[src/rtl/pipeline_hazard_ctrl.sv]
// pipeline_hazard_ctrl: stall/flush sequencer for a 5-stage pipeline with memory-wait timeout and perf counters
module pipeline_hazard_ctrl #(
   parameter int MEM_TIMEOUT = 15,
   parameter int CNT_W       = 16
) (
   input  logic             clk,
   input  logic             rst,
   input  logic             MemRead_EX,
   input  logic [4:0]       writeAddr_EX,
   input  logic [4:0]       readAddr1_ID,
   input  logic [4:0]       readAddr2_ID,
   input  logic             usesRs_ID,
   input  logic             usesRt_ID,
   input  logic             branch_taken_EX,
   input  logic             mem_req_MEM,
   input  logic             mem_ready,
   output logic             stall_IF,
   output logic             stall_ID,
   output logic             stall_EX,
   output logic             stall_MEM,
   output logic             flush_ID,
   output logic             flush_EX,
   output logic             flush_WB,
   output logic             mem_error,
   output logic [CNT_W-1:0] stall_count,
   output logic [CNT_W-1:0] flush_count
);
   localparam int WW = $clog2(MEM_TIMEOUT + 1);
   typedef enum logic {RUN, MEM_WAIT} state_t;
   state_t           state_q;
   logic [WW-1:0]    wait_q;
   logic             err_q;
   logic [CNT_W-1:0] stall_cnt_q, stall_cnt_d, flush_cnt_q, flush_cnt_d;
   logic             hazard, mem_stall, timeout, full, br, lu;
   // hazard priority decode; memory freeze outranks branch flush, which outranks load-use
   always_comb begin
      hazard = MemRead_EX && (writeAddr_EX != 5'd0) &&
               ((usesRs_ID && readAddr1_ID == writeAddr_EX) || (usesRt_ID && readAddr2_ID == writeAddr_EX));
      mem_stall = mem_req_MEM && !mem_ready;
      timeout = (state_q == MEM_WAIT) && (wait_q >= WW'(MEM_TIMEOUT));
      full = (state_q == RUN) ? mem_stall : (!mem_ready && !timeout);
      br = (state_q == RUN) && !mem_stall && branch_taken_EX;
      lu = (state_q == RUN) && !mem_stall && !branch_taken_EX && hazard;
      stall_IF = !rst && (full || lu);
      stall_ID = !rst && (full || lu);
      stall_EX = !rst && full;
      stall_MEM = !rst && full;
      flush_ID = rst || br;
      flush_EX = rst || br || lu;
      flush_WB = rst || full;
      stall_cnt_d = ((full || lu) && stall_cnt_q != '1) ? stall_cnt_q + CNT_W'(1) : stall_cnt_q;
      flush_cnt_d = (br && flush_cnt_q != '1) ? flush_cnt_q + CNT_W'(1) : flush_cnt_q;
   end
   // wait-state sequencing, sticky timeout flag and saturating counters
   always_ff @(posedge clk) begin
      if (rst) begin
         state_q <= RUN;
         wait_q <= '0;
         err_q <= 1'b0;
         stall_cnt_q <= '0;
         flush_cnt_q <= '0;
      end else begin
         stall_cnt_q <= stall_cnt_d;
         flush_cnt_q <= flush_cnt_d;
         if (state_q == RUN) begin
            if (mem_stall) begin
               state_q <= MEM_WAIT;
               wait_q <= WW'(1);
            end
         end else if (timeout) begin
            state_q <= RUN;
            wait_q <= '0;
            err_q <= 1'b1;
         end else if (mem_ready) begin
            state_q <= RUN;
            wait_q <= '0;
         end else begin
            wait_q <= wait_q + WW'(1);
         end
      end
   end
   assign mem_error = err_q;
   assign stall_count = stall_cnt_q;
   assign flush_count = flush_cnt_q;
endmodule

[config.mk]
export PLATFORM = sky130hd
export DESIGN_NAME = pipeline_hazard_ctrl
export DESIGN_NICKNAME = d
export VERILOG_FILES = /design/src/rtl/pipeline_hazard_ctrl.sv
export SDC_FILE = /design/constraint.sdc
export NUM_CORES = 1
export LEC_CHECK = 0
export ABC_CLOCK_PERIOD_IN_PS = 2650
export CORE_AREA = 8 8 77 79
export CTS_CLUSTER_DIAMETER = 200
export CTS_CLUSTER_SIZE = 28
export DETAILED_ROUTE_END_ITERATION = 6
export DIE_AREA = 0 0 85 87
export GPL_TIMING_DRIVEN = 0
export HOLD_SLACK_MARGIN = 0.02
export PLACE_DENSITY = 0.75
export SYNTH_ARGS = -nofsm -noshare
export SYNTH_HDL_FRONTEND = slang
export SYNTH_SLANG_ARGS = --single-unit
[constraint.sdc]
create_clock -name clk -period 2.65 [get_ports clk]
set_input_delay 0.53 -clock clk [delete_from_list [all_inputs] [get_ports clk]]
set_output_delay 0.53 -clock clk [all_outputs]
set_load 0.02 [all_outputs]
Word-level counts from Yosys, hierarchy flattened

Cells that the tools add are included.

$add $sub $neg: 3
$lt $le $gt $ge: 1
Eq/ne operators: 4
Muxes and demuxes: 9
Bitwise operators: 1
Reduce and logical (&&, ||, !) cells: 28

Operators by type and width:

| kind                                          | count |
|---|---|
| adder 16 x 1 -> 16 bit, second input constant | 2 |
| inequality test 16 bit, second input constant | 2 |
| 2-to-1 mux 4 bit                              | 4 |
| logical AND 1 bit                             | 15 |
| equality test 5 bit                           | 2 |
| zero test 1 bit                               | 5 |
| logical OR 1 bit                              | 5 |
| 2-to-1 mux 1 bit                              | 5 |
| nonzero test 5 bit                            | 1 |
| adder 4 x 1 -> 4 bit, second input constant   | 1 |
| >= comparator 4 bit, second input constant    | 1 |
| AND reduction 2 bit                           | 1 |
| nonzero test 2 bit                            | 1 |
| NOT 1 bit                                     | 1 |

Flip-flop bits (word level): 38
Input bits: 23
Output and inout bits: 40
Word-level logic and storage cells: 51

Logic depth before layout (Yosys ltp)

Gate-level depths: netlist (run 1).

Word-level depth: 8
Mapped depth: 9
Gate-level depth less buffers: 7

Worst setup path before layout (run 1)

No wires, ideal clock.

Path type: input-to-output
Start: input writeAddr_EX[1]
End: output stall_IF
Arrival time: 2,050 ps
Data required time: 2,120 ps
Slack: 70 ps
Stages: 7
Path buffers: 3
Cell sequence: or4_1 o2111a_2 a21boi_4 buf_6 buf_6 nor2_1 buf_4

Word-level cells in the longest chain between the ends: 7
Elaborated cells between the ends (all ways): 11
Those cells by class: 2 x eq/ne; 9 x reduce/logical

RTL lines:

| item                | line | text |
|---|---|---|
| start, declared     | 9    | `input logic [4:0] writeAddr_EX,` |
| equality test 5 bit | 38   | `((usesRs_ID && readAddr1_ID == writeAddr_EX) \|\| (usesRt_ID && readAddr2_ID == writeAddr_EX));` |
| logical AND 1 bit   | 38   |  |
| logical OR 1 bit    | 38   |  |
| logical AND 1 bit * | 37   | `hazard = MemRead_EX && (writeAddr_EX != 5'd0) &&` |
| logical AND 1 bit * | 43   | `lu = (state_q == RUN) && !mem_stall && !branch_taken_EX && hazard;` |
| logical OR 1 bit *  | --   |  |
| logical AND 1 bit * | --   |  |
| end, declared       | 17   | `output logic stall_IF,` |

Mark *: on every way between the ends. The rest lies on a longest branch, timed or not.

Final worst setup path (run 1)

Start: input mem_req_MEM
End: output stall_IF

Word-level cells in the longest chain between the ends: 7
Elaborated cells between the ends (all ways): 8
Those cells by class: 1 x mux; 7 x reduce/logical

RTL lines:

| item                           | line | text |
|---|---|---|
| start, declared                | 15   | `input logic mem_req_MEM,` |
| logical AND 1 bit *            | 39   | `mem_stall = mem_req_MEM && !mem_ready;` |
| zero test 1 bit                | 43   |  |
| logical AND 1 bit (3 in a row) | 43   |  |
| logical OR 1 bit *             | 44   | `stall_IF = !rst && (full \|\| lu);` |
| logical AND 1 bit *            | 44   |  |

Marks and branches as above.

==> flow_summary.html, run 1 <==
<table>
<tr><th>Metric</th><th>Value</th></tr>
<tr><th colspan="2">Critical path</th></tr>
<tr><td>Crit path DAT</td><td>2.09 ns</td></tr>
<tr><td>R2r worst-path depth</td><td>10</td></tr>
<tr><td>CP endpoint kind</td><td>output port</td></tr>
<tr><td>Setup slack of the most critical reg-to-reg path</td><td>0.17 ns</td></tr>
<tr><td>Worst flop-to-flop path startpoint</td><td>wait_q[0]</td></tr>
<tr><td>Type of element launching the critical path</td><td>input pin</td></tr>
<tr><td>Required time reported for the critical path endpoint</td><td>2.12 ns</td></tr>
<tr><td>Worst r2r dst</td><td>stall_count[7]</td></tr>
<tr><td>Setup CP Type</td><td>input pin to output port</td></tr>
<tr><td>Largest fanout of any net on the critical path</td><td>4</td></tr>
<tr><th colspan="2">Synthesis</th></tr>
<tr><td>Mux share of post-synthesis cell area</td><td>0.00492</td></tr>
<tr><td>Sequential element share of the synthesized area</td><td>0.374</td></tr>
<tr><td>Post-synthesis cell area</td><td>2030 µm²</td></tr>
<tr><td>Post-synthesis share of cell area spent on full adders, half adders and majority gates</td><td>0.0185</td></tr>
<tr><td>Count of flip-flops with a built-in enable after synthesis</td><td>0</td></tr>
<tr><td>Ys async rst share</td><td>0</td></tr>
<tr><td>Top cell type's share of synthesized area</td><td>0.374</td></tr>
<tr><td>Cell types with the largest area share after synthesis</td><td>sky130_fd_sc_hd__dfxtp_1 (37%), sky130_fd_sc_hd__xnor2_1 (6.5%), sky130_fd_sc_hd__a21oi_1 (5.2%)</td></tr>
<tr><td>Largest family of logic cells by synthesized area</td><td>simple AND/OR/NAND/NOR gates</td></tr>
<tr><td>Top_reg_cell synth</td><td>sky130_fd_sc_hd__dfxtp_1</td></tr>
<tr><td>Avg Inst Size Synth</td><td>8.40 µm²</td></tr>
<tr><td>Net count of the mapped netlist</td><td>268</td></tr>
<tr><td>Register bit count reported by yosys</td><td>38</td></tr>
<tr><td>Simple-gate portion of the synthesized area</td><td>0.279</td></tr>
<tr><td>Parity-gate share of the synthesized area counting xor and xnor cells</td><td>0.0948</td></tr>
<tr><td>Post-synthesis cell type with the largest combined area</td><td>sky130_fd_sc_hd__dfxtp_1</td></tr>
<tr><td>Synthesis warning total</td><td>0</td></tr>
<tr><td>Number of different library cells in the post-synthesis netlist</td><td>45</td></tr>
<tr><td>Post-Syn Instances</td><td>242</td></tr>
<tr><td>Compound-Gate Fraction of Synth Area</td><td>0.174</td></tr>
<tr><th colspan="2">Pwr</th></tr>
<tr><td>Power Density</td><td>426 nW/µm²</td></tr>
<tr><td>Lkg Pwr</td><td>0.00101 µW</td></tr>
<tr><td>Peak supply drop</td><td>0.000429 V</td></tr>
<tr><th colspan="2">Route</th></tr>
<tr><td>Final WL</td><td>5440 µm</td></tr>
<tr><td>Ratio of routed vias to standard cells</td><td>5.39</td></tr>
<tr><td>Initial drt markers</td><td>68</td></tr>
<tr><td>Number of remaining DRC errors</td><td>0</td></tr>
<tr><td>DRT Pass-1 Iters</td><td>4</td></tr>
<tr><td>Detailed-route via count</td><td>1998</td></tr>
<tr><td>Number of antenna-violating nets in the routed design</td><td>0</td></tr>
<tr><td>Routed WL per cell</td><td>14.7 µm</td></tr>
<tr><th colspan="2">Final layout</th></tr>
<tr><td>Final net count</td><td>340</td></tr>
<tr><td>Cell area after layout</td><td>2870 µm²</td></tr>
<tr><td>Commonest cells after routing, fill and taps aside</td><td>sky130_fd_sc_hd__clkdlybuf4s50_1 (46), sky130_fd_sc_hd__dfxtp_1 (38), sky130_fd_sc_hd__nor2_1 (26)</td></tr>
<tr><td>Share of cells above drive strength 1</td><td>0.130</td></tr>
<tr><td>Number of standard cells in the final layout excluding fillers</td><td>371</td></tr>
<tr><td>Diodes inserted</td><td>0</td></tr>
<tr><td>Most common cell after layout, fill and taps aside</td><td>sky130_fd_sc_hd__clkdlybuf4s50_1</td></tr>
<tr><td>Layout overhead on the synthesized area</td><td>41.3%</td></tr>
<tr><th colspan="2">Die</th></tr>
<tr><td>Die outline height</td><td>87 µm</td></tr>
<tr><td>Die area</td><td>7400 µm²</td></tr>
<tr><td>Top-level I/O count</td><td>63</td></tr>
<tr><td>Horizontal extent of the die</td><td>85 µm</td></tr>
<tr><td>Count of standard-cell rows</td><td>26</td></tr>
<tr><td>Initial standard-cell utilization of the core</td><td>0.419</td></tr>
<tr><td>Floorplan Core Area</td><td>4850 µm²</td></tr>
<tr><th colspan="2">Place</th></tr>
<tr><td>Number of input and output port buffers inserted</td><td>61</td></tr>
<tr><td>Placed cell area</td><td>2710 µm²</td></tr>
<tr><td>Post-detailed-placement half-perimeter wirelength</td><td>3920 µm</td></tr>
<tr><td>Pre-CTS setup slack</td><td>-0.958 ns</td></tr>
<tr><td>Routability Congestion</td><td>0.771</td></tr>
<tr><td>DP Cell Count</td><td>359</td></tr>
<tr><th colspan="2">Timing</th></tr>
<tr><td>Worst setup margin</td><td>0.0345 ns</td></tr>
<tr><td>Final TNS setup</td><td>0 ns</td></tr>
<tr><td>Worst slew margin</td><td>0.625</td></tr>
<tr><td>Clock Skew</td><td>0.00202 ns</td></tr>
<tr><td>F_max</td><td>382 MHz</td></tr>
<tr><td>Endpoints failing hold</td><td>0</td></tr>
<tr><td>Max Slew Vio Count</td><td>0</td></tr>
<tr><td>Transition time of the tightest slew-check pin</td><td>0.563 ns</td></tr>
<tr><td>Final cycle utilization of the critical path</td><td>0.987</td></tr>
<tr><td>Final critical path time including I/O delays and setup</td><td>2.62 ns</td></tr>
<tr><td>Final count of negative-setup-slack endpoints</td><td>0</td></tr>
<tr><td>Hold Worst Slack</td><td>0.488 ns</td></tr>
<tr><th colspan="2">Clock network</th></tr>
<tr><td>Clock Pin Slew Worst Setup and Hold Paths</td><td>0.07 ns</td></tr>
<tr><td>Total clock buffers created by CTS</td><td>5</td></tr>
<tr><td>Maximum level of the CTS H-tree</td><td>2</td></tr>
<tr><td>Max clock buf depth</td><td>2</td></tr>
<tr><td>Clock Tree Root</td><td>sky130_fd_sc_hd__clkbuf_8</td></tr>
<tr><td>TritonCTS clock tree</td><td>done</td></tr>
<tr><td>Clock sink count</td><td>38</td></tr>
<tr><td>CTS hold repair buffers</td><td>0</td></tr>
<tr><td>Worst-skew pair later-pin latency</td><td>0.30 ns</td></tr>
<tr><th colspan="2">Min path</th></tr>
<tr><td>Type of the tightest min-delay check</td><td>flop to flop</td></tr>
<tr><td>End point of the most critical hold path</td><td>stall_count[14]</td></tr>
<tr><td>Startpoint of the worst hold path</td><td>stall_count[14]</td></tr>
<tr><td>Worst hold path cell count</td><td>2</td></tr>
<tr><th colspan="2">Global route</th></tr>
<tr><td>Met3 routing resource usage after global routing</td><td>0.0670</td></tr>
<tr><td>Busiest layer in global routing</td><td>met2</td></tr>
<tr><td>First-pass GRT wire length</td><td>9070 µm</td></tr>
<tr><td>Global routing usage on met2</td><td>0.246</td></tr>
<tr><td>Pin count of the biggest net entering global routing</td><td>12</td></tr>
<tr><td>Grt total ovfl</td><td>0</td></tr>
<tr><td>Number of antenna violations at the first check in global routing</td><td>0</td></tr>
<tr><td>Tot GR Track Use</td><td>0.151</td></tr>
<tr><td>GRT met1 Usage</td><td>0.167</td></tr>
<tr><td>Via count of the first global-routing pass</td><td>1964</td></tr>
<tr><th colspan="2">Status</th></tr>
<tr><td>Status</td><td>finished clean</td></tr>
<tr><th colspan="2">Job</th></tr>
<tr><td>Number of max-cap violations</td><td>0</td></tr>
</table>
## how the worst max path moves through the flow
stage	startpoint	to
floorplan	writeAddr_EX[1]	stall_IF
global placement	writeAddr_EX[1]	stall_IF
detailed placement	writeAddr_EX[1]	stall_IF
CTS	writeAddr_EX[3]	stall_IF
global route	mem_req_MEM	stall_IF
finish	mem_req_MEM	stall_IF
## critical path: stages
cell and delay, ns:
sky130_fd_sc_hd__clkdlybuf4s50_1 0.50, sky130_fd_sc_hd__nor2b_4 0.19, sky130_fd_sc_hd__nor2_4 0.06, sky130_fd_sc_hd__o2111a_2 0.20, sky130_fd_sc_hd__a21boi_4 0.18, sky130_fd_sc_hd__buf_6 0.13
sky130_fd_sc_hd__nor2_4 0.03, sky130_fd_sc_hd__buf_4 0.14, sky130_fd_sc_hd__buf_6 0.12
## cells by family (layout without fill, tap and decap cells)
logic type | after synthesis | after routing
simple gates | 103 | 103
compound gates | 53 | 53
flops | 38 | 38
xor+xnor | 22 | 22
buf+inv | 22 | 95
fa+ha+maj | 3 | 3
mux | 1 | 1
## metrics by stage
step	util	total power (µW)
floorplan	-	683
global placement	0.560	756
detailed placement	0.560	759
CTS	0.582	1220
global route	0.593	1280
finish	0.593	1230
## layout make-up
class / count / area (µm²)
plain buffers: 12 / 67.6
clock buffers: 8 / 110
fillers: 438 / 1970
inverters: 9 / 33.8
multi-input cells: 182 / 1200
flip-flops and latches: 38 / 761
well taps: 56 / 70.1
repair buffers: 66 / 633
## Yosys cell counts, drive strengths merged, types with 2 or more instances
master / instances
or3b: 2
ha: 3
or4: 10
and4: 2
buf: 8
and3: 4
or3: 11
inv: 9
a21oi: 22
xor2: 7
nor3: 3
nor2: 28
nand2: 12
a21o: 2
nand2b: 4
a211oi: 2
nand3: 13
nor2b: 2
o31ai: 10
nand3b: 2
o21ai: 10
clkbuf: 5
nand4: 7
dfxtp: 38
xnor2: 15
## state kept, by name, summed over array words and instances (netlist names)
| signal | flops |
|---|---|
| stall_count | 16 |
| state_q | 1 |
| flush_count | 16 |
| mem_error | 1 |
| wait_q | 4 |
## power breakdown
group / total, µW / switching, µW / internal [µW]
Sequential: 586 / 8.86 / 578
Clock: 475 / 212 / 263
Combinational: 164 / 81.2 / 82.4
Total: 1230 / 302 / 923
## routing by layer
metal,up-vias,wire [µm]
met2,53,2590
met5,-,0
met4,0,120
met1,913,2300
li1,1019,-
met3,13,419
## what timing repair did
item                                    in CTS  in global routing
setup buffers                                3                  2
pin swaps                                    5                  7
endpoints found under the hold margin        0                  0
endpoints found under the setup margin       7                  5
gates resized for setup                     29                 17
Note: power is estimated with default switching activity, not from simulation.
==> run 2, diff against run 1 <==
RECOVER_POWER = 50   (was unset)
==> flow_summary.html, run 2 (synthesized netlist as in run 1, its figures left out) <==
<table>
<tr><th>Metric</th><th>Value</th></tr>
<tr><th colspan="2">Final layout</th></tr>
<tr><td>Layout overhead on the synthesized area</td><td>41.3%</td></tr>
<tr><td>Diodes inserted</td><td>0</td></tr>
<tr><td>Cell area after layout</td><td>2870 µm²</td></tr>
<tr><td>Share of cells above drive strength 1</td><td>0.130</td></tr>
<tr><td>Final net count</td><td>340</td></tr>
<tr><td>Most common cell after layout, fill and taps aside</td><td>sky130_fd_sc_hd__dfxtp_1</td></tr>
<tr><td>Area of the multi-input gates</td><td>1200 µm²</td></tr>
<tr><td>Number of filler instances in the final layout</td><td>438</td></tr>
<tr><td>Commonest cells after routing, fill and taps aside</td><td>sky130_fd_sc_hd__dfxtp_1 (38), sky130_fd_sc_hd__dlygate4sd3_1 (32), sky130_fd_sc_hd__nor2_1 (26)</td></tr>
<tr><td>FF+latch area</td><td>761 µm²</td></tr>
<tr><th colspan="2">Timing</th></tr>
<tr><td>Final TNS setup</td><td>0 ns</td></tr>
<tr><td>Final critical path time including I/O delays and setup</td><td>2.62 ns</td></tr>
<tr><td>Worst slew margin</td><td>0.622</td></tr>
<tr><td>Endpoints failing hold</td><td>0</td></tr>
<tr><td>F_max</td><td>382 MHz</td></tr>
<tr><td>Final cycle utilization of the critical path</td><td>0.987</td></tr>
<tr><td>Final count of negative-setup-slack endpoints</td><td>0</td></tr>
<tr><td>Transition time of the tightest slew-check pin</td><td>0.568 ns</td></tr>
<tr><td>Max Slew Vio Count</td><td>0</td></tr>
<tr><td>Clock Skew</td><td>0.00183 ns</td></tr>
<tr><th colspan="2">Global route</th></tr>
<tr><td>Grt total ovfl</td><td>0</td></tr>
<tr><td>Number of antenna violations at the first check in global routing</td><td>0</td></tr>
<tr><td>Via count of the first global-routing pass</td><td>1964</td></tr>
<tr><td>First-pass GRT wire length</td><td>9070 µm</td></tr>
<tr><td>Pin count of the biggest net entering global routing</td><td>12</td></tr>
<tr><td>Tot GR Track Use</td><td>0.151</td></tr>
<tr><th colspan="2">Critical path</th></tr>
<tr><td>Timing startpoint of the critical path</td><td>mem_req_MEM</td></tr>
<tr><td>Setup CP Type</td><td>input pin to output port</td></tr>
<tr><td>R2r worst-path depth</td><td>10</td></tr>
<tr><td>Type of element launching the critical path</td><td>input pin</td></tr>
<tr><td>Capturing instance or port of the critical path</td><td>stall_IF</td></tr>
<tr><td>Crit path DAT</td><td>2.09 ns</td></tr>
<tr><td>Largest fanout of any net on the critical path</td><td>4</td></tr>
<tr><td>Worst flop-to-flop path startpoint</td><td>wait_q[0]</td></tr>
<tr><td>Setup slack of the most critical reg-to-reg path</td><td>0.17 ns</td></tr>
<tr><td>Required time reported for the critical path endpoint</td><td>2.12 ns</td></tr>
<tr><td>CP endpoint kind</td><td>output port</td></tr>
<tr><td>Worst r2r dst</td><td>stall_count[7]</td></tr>
<tr><th colspan="2">Die</th></tr>
<tr><td>Floorplan Core Area</td><td>4850 µm²</td></tr>
<tr><td>Top-level I/O count</td><td>63</td></tr>
<tr><td>Count of standard-cell rows</td><td>26</td></tr>
<tr><td>Die area</td><td>7400 µm²</td></tr>
<tr><td>Horizontal extent of the die</td><td>85 µm</td></tr>
<tr><td>Die outline height</td><td>87 µm</td></tr>
<tr><td>Initial standard-cell utilization of the core</td><td>0.419</td></tr>
<tr><th colspan="2">Pwr</th></tr>
<tr><td>Peak supply drop</td><td>0.000428 V</td></tr>
<tr><td>Power Density</td><td>426 nW/µm²</td></tr>
<tr><td>Lkg Pwr</td><td>0.00112 µW</td></tr>
<tr><th colspan="2">Place</th></tr>
<tr><td>Post-detailed-placement half-perimeter wirelength</td><td>3920 µm</td></tr>
<tr><td>Placed cell area</td><td>2710 µm²</td></tr>
<tr><td>Number of input and output port buffers inserted</td><td>61</td></tr>
<tr><td>Routability Congestion</td><td>0.771</td></tr>
<tr><th colspan="2">Route</th></tr>
<tr><td>DRT Pass-1 Iters</td><td>4</td></tr>
<tr><td>Initial drt markers</td><td>68</td></tr>
<tr><td>Number of remaining DRC errors</td><td>0</td></tr>
<tr><td>Detailed-route via count</td><td>1994</td></tr>
<tr><td>Final WL</td><td>5430 µm</td></tr>
<tr><td>Number of antenna-violating nets in the routed design</td><td>0</td></tr>
<tr><td>Ratio of routed vias to standard cells</td><td>5.37</td></tr>
<tr><td>Routed WL per cell</td><td>14.6 µm</td></tr>
<tr><th colspan="2">Clock network</th></tr>
<tr><td>Max clock buf depth</td><td>2</td></tr>
<tr><td>Clock sink count</td><td>38</td></tr>
<tr><td>CTS hold repair buffers</td><td>0</td></tr>
<tr><td>Total clock buffers created by CTS</td><td>5</td></tr>
<tr><td>Worst-skew pair later-pin latency</td><td>0.30 ns</td></tr>
<tr><td>Maximum level of the CTS H-tree</td><td>2</td></tr>
<tr><td>Clock Tree Root</td><td>sky130_fd_sc_hd__clkbuf_8</td></tr>
<tr><td>TritonCTS clock tree</td><td>done</td></tr>
<tr><td>Clock Pin Slew Worst Setup and Hold Paths</td><td>0.07 ns</td></tr>
<tr><th colspan="2">Status</th></tr>
<tr><td>Status</td><td>finished clean</td></tr>
<tr><th colspan="2">Min path</th></tr>
<tr><td>Worst hold path cell count</td><td>2</td></tr>
<tr><td>Type of the tightest min-delay check</td><td>flop to flop</td></tr>
<tr><th colspan="2">Job</th></tr>
<tr><td>Number of max-cap violations</td><td>0</td></tr>
</table>
[run 2: how the worst min path moves through the flow]
stage                          from  slack (ns)         endpoint
floorplan                 wait_q[2]        0.47        wait_q[2]
global placement          mem_error        0.46        mem_error
detailed placement  stall_count[14]        0.48  stall_count[14]
CTS                 stall_count[14]        0.49  stall_count[14]
global route        stall_count[13]        0.52  stall_count[13]
finish              stall_count[14]        0.49  stall_count[14]
[run 2: what timing repair did]
| action | in CTS | in global routing |
|---|---|---|
| setup endpoints to repair | 7 | 5 |
| pin swaps | 5 | 7 |
| resized for setup | 29 | 17 |
| buffers inserted | 3 | 2 |
[run 2: worst max-delay path: stages]
cell and delay [ns]:
sky130_fd_sc_hd__clkdlybuf4s50_1 0.50, sky130_fd_sc_hd__nor2b_4 0.19, sky130_fd_sc_hd__nor2_4 0.06, sky130_fd_sc_hd__o2111a_2 0.20, sky130_fd_sc_hd__a21boi_4 0.18, sky130_fd_sc_hd__buf_6 0.13
sky130_fd_sc_hd__nor2_4 0.03, sky130_fd_sc_hd__buf_4 0.14, sky130_fd_sc_hd__buf_6 0.12
[run 2: layout make-up]
type                            instances  share of cell area
Multi-Input combinational cell        182               0.417
Sequential cell                        38               0.265
Timing Repair Buffer                   66               0.220
Clock buffer                            8              0.0383
Tap cell                               56              0.0244
Buffer                                 12              0.0235
Inverter                                9              0.0118
[run 2: power breakdown]
| part | internal [µW] | switching (µW) |
|---|---|---|
| Sequential | 578 | 8.61 |
| Clock | 263 | 212 |
| Combinational | 80.7 | 81.6 |
[run 2: per-stage QoR]
step | hold slack (ns) | total power (µW) | cells | util | setup WS [ns]
after floorplan | 0.471 | 683 | 242 | - | 0.0705
after global placement | 0.465 | 756 | 359 | 0.560 | -0.954
after detailed placement | 0.479 | 759 | 359 | 0.560 | -0.958
after CTS | 0.490 | 1220 | 369 | 0.582 | -0.0109
after global routing | 0.521 | 1280 | 371 | 0.593 | -0.0402
final | 0.485 | 1220 | 371 | 0.593 | 0.0335
[run 2: metal layers]
layer / global-route usage / part of all wire / vias up
met5: 0 / 0 / -
met4: 0.0663 / 0.022 / 0
met3: 0.0670 / 0.069 / 13
met2: 0.246 / 0.48 / 41
met1: 0.167 / 0.43 / 918
li1: - / - / 1022
==> run 3, diff against run 2 <==
SLEW_MARGIN = 20   (was unset)
==> results of run 3 <==
The final DEF is identical to that of run 2; final timing and power are the same.
